$ cat config.mk
export PLATFORM = sky130hd
export DESIGN_NAME = conv_scheduler
export DESIGN_NICKNAME = d
export VERILOG_FILES = /design/src/rtl/conv_scheduler.sv
export SDC_FILE = /design/constraint.sdc
export NUM_CORES = 1
export LEC_CHECK = 0
export ABC_AREA = 1
export CAP_MARGIN = 20
export CORE_ASPECT_RATIO = 0.9
export CORE_MARGIN = 2
export CORE_UTILIZATION = 56
export CTS_BUF_LIST = sky130_fd_sc_hd__clkbuf_4
export DETAILED_ROUTE_END_ITERATION = 12
export PLACE_DENSITY = 0.9
export SLEW_MARGIN = 25
export SYNTH_ARGS = -nofsm -noshare
export SYNTH_HDL_FRONTEND = slang
export SYNTH_SLANG_ARGS = --single-unit
$ cat constraint.sdc
create_clock -name clk -period 2.85 [get_ports clk]
set_input_delay 0.4275 -clock clk [delete_from_list [all_inputs] [get_ports clk]]
set_output_delay 0.4275 -clock clk [all_outputs]
set_load 0.01 [all_outputs]
$ cat src/rtl/conv_scheduler.sv
// Address/tap sequencer for a 3x3 convolution over an 8x8 map (6x6 outputs).
// A tag delay line tracks MAC latency so out_valid marks each final result.
module conv_scheduler #(
  parameter int MAC_LAT = 2
) (
  input  logic       clk,
  input  logic       reset_n,
  input  logic       start,
  input  logic       hold,
  output logic       rd_en,
  output logic [2:0] rd_row,
  output logic [2:0] rd_col,
  output logic [3:0] tap,
  output logic       mac_clr,
  output logic       out_valid,
  output logic [2:0] out_row,
  output logic [2:0] out_col,
  output logic       busy,
  output logic       done
);

  typedef enum logic [1:0] {S_IDLE, S_RUN, S_DRAIN, S_DONE} state_t;

  state_t     state_q, state_d;
  logic [2:0] orow_q, orow_d;
  logic [2:0] ocol_q, ocol_d;
  logic [1:0] ky_q, ky_d;
  logic [1:0] kx_q, kx_d;
  logic [2:0] drain_q, drain_d;
  logic       last_tap;

  logic       tag_vld_q [MAC_LAT];
  logic [2:0] tag_row_q [MAC_LAT];
  logic [2:0] tag_col_q [MAC_LAT];

  always_ff @(posedge clk or negedge reset_n) begin
    if (!reset_n) begin
      state_q <= S_IDLE;
      orow_q  <= '0;
      ocol_q  <= '0;
      ky_q    <= '0;
      kx_q    <= '0;
      drain_q <= '0;
    end else begin
      state_q <= state_d;
      orow_q  <= orow_d;
      ocol_q  <= ocol_d;
      ky_q    <= ky_d;
      kx_q    <= kx_d;
      drain_q <= drain_d;
    end
  end

  always_comb begin
    state_d = state_q;
    orow_d  = orow_q;
    ocol_d  = ocol_q;
    ky_d    = ky_q;
    kx_d    = kx_q;
    drain_d = drain_q;
    rd_en   = 1'b0;
    done    = 1'b0;
    unique case (state_q)
      S_IDLE: begin
        if (start) begin
          state_d = S_RUN;
          orow_d  = '0;
          ocol_d  = '0;
          ky_d    = '0;
          kx_d    = '0;
        end
      end
      S_RUN: begin
        if (!hold) begin
          rd_en = 1'b1;
          // Raster scan: kx fastest, then ky, then output column, then row.
          if (kx_q != 2'd2) begin
            kx_d = kx_q + 2'd1;
          end else begin
            kx_d = '0;
            if (ky_q != 2'd2) begin
              ky_d = ky_q + 2'd1;
            end else begin
              ky_d = '0;
              if (ocol_q != 3'd5) begin
                ocol_d = ocol_q + 3'd1;
              end else begin
                ocol_d = '0;
                if (orow_q != 3'd5) begin
                  orow_d = orow_q + 3'd1;
                end else begin
                  orow_d  = '0;
                  drain_d = '0;
                  state_d = S_DRAIN;
                end
              end
            end
          end
        end
      end
      S_DRAIN: begin
        if (drain_q == 3'(MAC_LAT - 1)) state_d = S_DONE;
        else drain_d = drain_q + 3'd1;
      end
      S_DONE: begin
        done    = 1'b1;
        state_d = S_IDLE;
      end
      default: state_d = S_IDLE;
    endcase
  end

  assign busy     = (state_q != S_IDLE);
  assign rd_row   = orow_q + {1'b0, ky_q};
  assign rd_col   = ocol_q + {1'b0, kx_q};
  assign tap      = ({2'b00, ky_q} * 4'd3) + {2'b00, kx_q};
  assign mac_clr  = rd_en && (ky_q == 2'd0) && (kx_q == 2'd0);
  assign last_tap = rd_en && (ky_q == 2'd2) && (kx_q == 2'd2);

  // Tag line shifts every cycle; hold only stalls issue, not the MAC pipe.
  always_ff @(posedge clk or negedge reset_n) begin
    if (!reset_n) begin
      for (int i = 0; i < MAC_LAT; i++) begin
        tag_vld_q[i] <= 1'b0;
        tag_row_q[i] <= '0;
        tag_col_q[i] <= '0;
      end
    end else begin
      tag_vld_q[0] <= last_tap;
      tag_row_q[0] <= last_tap ? orow_q : 3'd0;
      tag_col_q[0] <= last_tap ? ocol_q : 3'd0;
      for (int i = 1; i < MAC_LAT; i++) begin
        tag_vld_q[i] <= tag_vld_q[i-1];
        tag_row_q[i] <= tag_row_q[i-1];
        tag_col_q[i] <= tag_col_q[i-1];
      end
    end
  end

  assign out_valid = tag_vld_q[MAC_LAT-1];
  assign out_row   = tag_row_q[MAC_LAT-1];
  assign out_col   = tag_col_q[MAC_LAT-1];

endmodule
==> results.json, run 1 <==
{
  "ys_seq_area_share_pct": 42.0,
  "hp-start": "tag_row_q[4]",
  "n_antenna_cell": 0,
  "grt_pass1_wl_um": 5060,
  "setup-tns-final_ns": 0,
  "fp.dieH_um": 56.7,
  "grt_antenna_before_repair": 0,
  "core_area_um2": 3000,
  "cp.required_ns": 2.42,
  "drt-initial-drc-count": 63,
  "tritoncts": "yes",
  "clk_pin_slew_ns": 0.09,
  "criticalPathCategory": "reg -> out",
  "fin_nets": 254,
  "worstMarginPinSlew_ns": 0.356,
  "die_x_um": 62.6,
  "worstRegToRegCells": 8,
  "synth_edf_count": 0,
  "grt_max_degree": 30,
  "setup.worst_path.start_class": "flip-flop",
  "drive_above_1_share_pct": 14.6,
  "grtUsageTotal_pct": 18.5,
  "final_area_um2": 2060,
  "via_per_inst": 4.72,
  "htree_levels": 2,
  "start_util_pct": 57.7,
  "cts_buffer_depth": 2,
  "slew_viol_final": 0,
  "synthArstFlopShare_pct": 100,
  "boundaryPins": 25,
  "dr.pass1.iters": 4,
  "dp_hpwl_um": 2320,
  "synth_ff_type": "dfrtp_1",
  "rsz0062_at_grt": "false",
  "avgSynthCellArea_um2": 8.56,
  "routed_wirelength_um": 3000,
  "crit_slowest_cell": "fa_1",
  "crit_start": "ky_q[0]",
  "whs_path_depth": 0,
  "path_cells": "inv_2 -> fa_1 -> inv_1 -> ha_1 -> inv_1 -> fa_1 -> inv_1 -> clkdlybuf4s15_1",
  "antenna_left": 0,
  "power.density_nw_per_um2": 939,
  "synthToLayoutAreaGrowth_pct": 19.4,
  "cp_common_cell": "inv_1",
  "place_congestion": 0.818,
  "synth.distinct_cells": 24,
  "clock_sinks": 29,
  "crit_family": "adder cells",
  "cts_buffers": 5,
  "crit_buf_inv": 5,
  "synth_top_cell_area_share_pct": 42.0,
  "synthCells": 202,
  "cts-root-buf": "clkbuf_4",
  "crit_cells": 8,
  "relSlewSlack_pct": 76.2,
  "vias": 1299,
  "insertion_delay_ns": 0.33,
  "synthTopCellsByArea": "dfrtp_1 (42%), nand2_1 (11%), ha_1 (10%), inv_1 (6.9%), nand3_1 (4.9%)",
  "hold_viol": 0,
  "synthesis.nets": 224,
  "first_global_vias": 1156,
  "die_area_um2": 3550,
  "min_period_ns": 2.72,
  "portBuffers": 24,
  "crit_arrival_ns": 2.29,
  "fp-row-count": 19,
  "vdd_drop_max_mv": 0.666,
  "fin_crit_sh_pct": 95.5,
  "drt-wirelength-per-cell_um": 10.9,
  "synth_seq_cells": 29,
  "cp-end-kind": "primary output",
  "max_stage_delay_ns": 0.54,
  "crit_fanout": 4,
  "timing.rr.start": "state_q[1]",
  "place_area_um2": 2000,
  "setup_violations": 0,
  "drcViolationCount": 0,
  "yosys_warnings": 0,
  "yosys.area.top_type": "dfrtp_1",
  "synth.cell_area_um2": 1730,
  "grt-ovfl-total": 0,
  "fin_skew_ns": 0.0114,
  "status": "complete, no violations",
  "min_path_type": "reg -> reg",
  "clock.fmax_mhz": 367,
  "drv_cap": 0,
  "leakage_nw": 1.08
}
flip-flops by register name, indices dropped and copies added, names as in the netlist:
register,flops
ocol_q,3
orow_q,3
tag_col_q,3
out_valid,1
tag_row_q,3
drain_q,3
tag_vld_q,1
state_q,2
kx_q,2
out_col,3
out_row,3
ky_q,2
placed cells by master (no fill, tap or decap):
master / n
clkinv_2: 2
nand3_1: 17
inv_1: 30
o21ai_4: 1
dfrtp_1: 29
nand2_2: 4
nand3_4: 1
dlygate4sd2_1: 1
xor2_1: 1
o21ai_0: 3
nor2_2: 5
nor2_1: 20
buf_4: 6
a21oi_1: 3
clkbuf_4: 6
inv_8: 1
fa_1: 4
clkdlybuf4s50_1: 22
nand2_1: 50
o22ai_1: 2
clkdlybuf4s15_1: 1
ha_1: 14
nor2_4: 2
o21ai_2: 1
xnor2_1: 2
inv_2: 3
nand3_2: 1
a21oi_2: 1
kinds of logic after synthesis:
group | Yosys count | share of synthesized area [%]
DFF | 29 | 42.0
xor gates and xnor gates | 3 | 1.52
and+or+nand+nor | 100 | 26.3
AOI/OAI and AO/OA | 11 | 4.41
buffers and inverters | 41 | 11.1
adders and majority gates | 18 | 14.8
synth_stat cells (2+ instances only):
master   count
nor2_2       5
dfrtp_1     29
nor2_4       2
nor2_1      20
buf_4        6
inv_1       32
a21oi_1      3
o22ai_1      2
nand3_1     17
o21ai_0      3
xnor2_1      2
fa_1         4
nand2_2      4
ha_1        14
nand2_1     50
timing repair:
| action | in CTS | in global routing |
|---|---|---|
| gates cloned | 0 | 0 |
| buffers inserted | 1 | 0 |
| pin swaps | 0 | 0 |
| setup endpoints to repair | 2 | 1 |
| gates resized for setup | 4 | 1 |
| hold buffers | 0 | 0 |
area by class of cell:
class	instances	area (um^2)
fillers	231	931
multi-input cells	132	812
flip-flops and latches	29	726
repair buffers	30	284
inverters	34	135
well taps	42	52.6
clock buffers	6	45.0
clock inverters	2	10.0
per-stage QoR:
stage                     power, mW  util [%]  std cells  setup slack (ns)  hold WS [ns]
after floorplan                1.31         -        202             0.671         0.132
after global placement         1.66      66.9        266             0.227         0.333
after detailed placement       1.69      66.9        266             0.148         0.338
after CTS                      1.95      68.9        275            0.0862         0.358
after global routing           2.10      68.9        275            0.0232         0.372
final                          1.94      68.9        275             0.128         0.354
final timing paths:
| path | endpoint | slack, ns |
|---|---|---|
| setup reg to reg | kx_q[1] | 1.15 |
| hold / removal | out_row[1] | 0.35 |
| setup / recovery | tap[2] | 0.13 |
| min in group asynchronous | tag_col_q[4] | 0.46 |
| hold reg to reg | out_row[1] | 0.35 |
| max in group asynchronous | state_q[1] | 2.11 |
power by group:
part	switching [mW]	total, mW	internal (mW)	leakage [nW]
Clock	0.142	0.245	0.103	0.0354
Sequential	0.0867	0.566	0.479	0.397
Combinational	0.655	1.13	0.473	0.647
routing by layer:
layer	wire length [um]	share of wire (%)	track usage, %	vias to the layer above
met5	0	0	0	-
li1	-	-	-	673
met3	148	4.9	6.21	3
met2	1410	47	29.6	31
met1	1420	47	24.7	592
met4	19	0.63	4.13	0
No activity file was read; power rests on OpenSTA's default activity.
==> run 2: changes to the inputs <==
- CTS_CLUSTER_DIAMETER: not set -> 60
==> results of run 2 <==
Same layout as run 1: the final DEF is identical, and so are final timing and power.
==> run 3: changes to the inputs <==
- CTS_BUF_LIST: sky130_fd_sc_hd__clkbuf_4 -> sky130_fd_sc_hd__clkbuf_8
- PLACE_DENSITY: 0.9 -> 0.93
==> run 3 against run 2 <==
  * Worst hold slack got worse by 0.0068 ns
  * First-iteration DRC count rose by 37%
  * Largest cell class unchanged
  * Maximum frequency rose by 0.33%
  * Highest routed layer unchanged
  * Critical path depth did not move
  * Largest power group unchanged
  * Non-clock buffer count fell by 1
  * Via count rose by 3.5%
  * Global-route usage rose by 3.1 points
==> results.json, run 3 (synthesized netlist as in run 1, its figures left out) <==
{
  "comb_power_share_pct": 53.3,
  "min_period_ns": 2.71,
  "clk_pin_slew_ns": 0.06,
  "hold_ws_ns": 0.347,
  "grt_antenna_before_repair": 0,
  "first_global_vias": 1355,
  "met1_usage_pct": 25.7,
  "max_stage_delay_ns": 0.53,
  "insertion_delay_ns": 0.28,
  "vdd_drop_max_mv": 0.787,
  "hold_viol": 0,
  "htree_levels": 2,
  "min_path_type": "reg -> reg",
  "setup_violations": 0,
  "grt_pass1_wl_um": 5840,
  "clock.fmax_mhz": 369,
  "die_x_um": 62.6,
  "crit_fanout": 4,
  "crit_arrival_ns": 2.29,
  "globalRouteMet2Util_pct": 37.9,
  "most-common-layout-cells": "nand2_1 (50), inv_1 (30), dfrtp_1 (29)",
  "relSlewSlack_pct": 75.8,
  "place_area_um2": 2000,
  "drt-initial-drc-count": 86,
  "cts_buffers": 5,
  "crit_buf_inv": 5,
  "boundaryPins": 25,
  "path_cells": "inv_2 -> fa_1 -> inv_1 -> ha_1 -> inv_1 -> fa_1 -> inv_1 -> dlygate4sd2_1",
  "rsz0062_at_grt": "false",
  "crit_slowest_cell": "fa_1",
  "final_common_cell": "nand2_1",
  "fp-row-count": 19,
  "cp-end-kind": "primary output",
  "nFillCells": 247,
  "via_per_inst": 4.91,
  "p_switching_mw": 0.927,
  "vias": 1344,
  "clock_sinks": 29,
  "cp.required_ns": 2.42,
  "status": "complete, no violations",
  "setup.worst_path.start_class": "flip-flop",
  "grt-busiest-layer": "met2",
  "die_area_um2": 3550,
  "crit_family": "adder cells",
  "core_area_um2": 3000,
  "grtUsageTotal_pct": 21.7,
  "setup-tns-final_ns": 0,
  "portBuffers": 24,
  "fin_nets": 253,
  "drv_cap": 0,
  "leakage_nw": 1.12,
  "grt-ovfl-total": 0,
  "start_util_pct": 57.7,
  "fp.dieH_um": 56.7,
  "n_antenna_cell": 0,
  "grtUsageMet3_pct": 8.42,
  "fin_skew_ns": 0.00652,
  "worstMarginPinSlew_ns": 0.363,
  "synthToLayoutAreaGrowth_pct": 22.6,
  "p_int_mw": 1.23,
  "pwr-share-clk_pct": 20.3,
  "fin_crit_sh_pct": 95.2,
  "place_congestion": 0.808,
  "seqPwrFrac_pct": 26.4,
  "power_mw": 2.16,
  "cts_buffer_depth": 2,
  "tritoncts": "yes",
  "antenna_left": 0,
  "dp_hpwl_um": 2440,
  "cp_common_cell": "inv_1",
  "dr.pass1.iters": 4,
  "cts-root-buf": "clkbuf_8",
  "p_sw_share_pct": 43.0,
  "drive_above_1_share_pct": 14.2,
  "power.density_nw_per_um2": 1020,
  "final_area_um2": 2120,
  "drt-wirelength-per-cell_um": 12.4,
  "grt_max_degree": 30,
  "drcViolationCount": 0,
  "slew_viol_final": 0,
  "criticalPathCategory": "reg -> out",
  "postCtsSetupBuffers": 0,
  "routed_wirelength_um": 3390,
  "final_core_util_pct": 70.8
}
==> run 3: cell count changes in the layout (fill, tap and decap cells not counted) <==
cell             before  now
clkbuf_4              6    0
clkinv_2              2    0
buf_4                 6    5
bufinv_16             0    1
clkdlybuf4s15_1       1    0
dlymetal6s2s_1        0    1
inv_2                 3    4
clkbuf_8              0    6
==> run 3: layout make-up <==
cell class              instances  area [um^2]  share of cell area [%]
inverters                      34          135                    6.37
well taps                      42         52.6                    2.48
flip-flops and latches         29          726                    34.2
multi-input cells             132          812                    38.3
clock inverters                 2         33.8                    1.59
clock buffers                   6         82.6                    3.89
repair buffers                 29          279                    13.2
==> run 3: power groups by stage <==
| stage | sequential [mW] | combinational (mW) | clock [mW] |
|---|---|---|---|
| floorplan | 0.556 | 0.756 | 0 |
| global placement | 0.565 | 1.10 | 0 |
| detailed placement | 0.573 | 1.14 | 0 |
| CTS | 0.566 | 1.15 | 0.447 |
| global route | 0.583 | 1.27 | 0.469 |
| finish | 0.569 | 1.15 | 0.437 |
==> run 3: path summary, 6_finish.rpt <==
| path | endpoint | slack [ns] | cells after the start | start |
|---|---|---|---|---|
| worst max-delay path | tap[2] | 0.14 | 8 | ky_q[0] |
| worst min-delay path | out_valid | 0.35 | 0 | tag_vld_q[1] |
| worst max register to register | kx_q[0] | 1.13 | 8 | state_q[1] |
| worst min register to register | out_valid | 0.35 | 0 | tag_vld_q[1] |
| max in group asynchronous | out_row[1] | 2.05 | 2 | reset_n |
| min in group asynchronous | kx_q[1] | 0.53 | 2 | reset_n |
==> run 3: timing repair <==
action | in CTS | in global routing
endpoints found under the hold margin | 0 | 0
resized for setup | 1 | 4
hold buffers | 0 | 0
gates cloned | 0 | 0
setup endpoints to repair | 1 | 1
==> run 3: layer usage <==
layer / wire (um) / share of wire (%)
met5: 0 / 0
met3: 282 / 8.3
met4: 27 / 0.80
met1: 1390 / 41
met2: 1690 / 50
==> run 3: worst register-to-register path: stages (launching register included) <==
cell	delay [ns]
dfrtp_1	0.42
inv_1	0.11
ha_1	0.28
buf_4	0.23
nor2_1	0.09
inv_1	0.08
nand2_1	0.09
a21oi_1	0.18
o22ai_1	0.11
==> run 3: stage by stage <==
stage | std cells | worst slack (ns)
floorplan | 202 | 0.671
global placement | 266 | 0.233
detailed placement | 266 | 0.137
CTS | 274 | 0.0229
global route | 274 | 0.0414
finish | 274 | 0.137
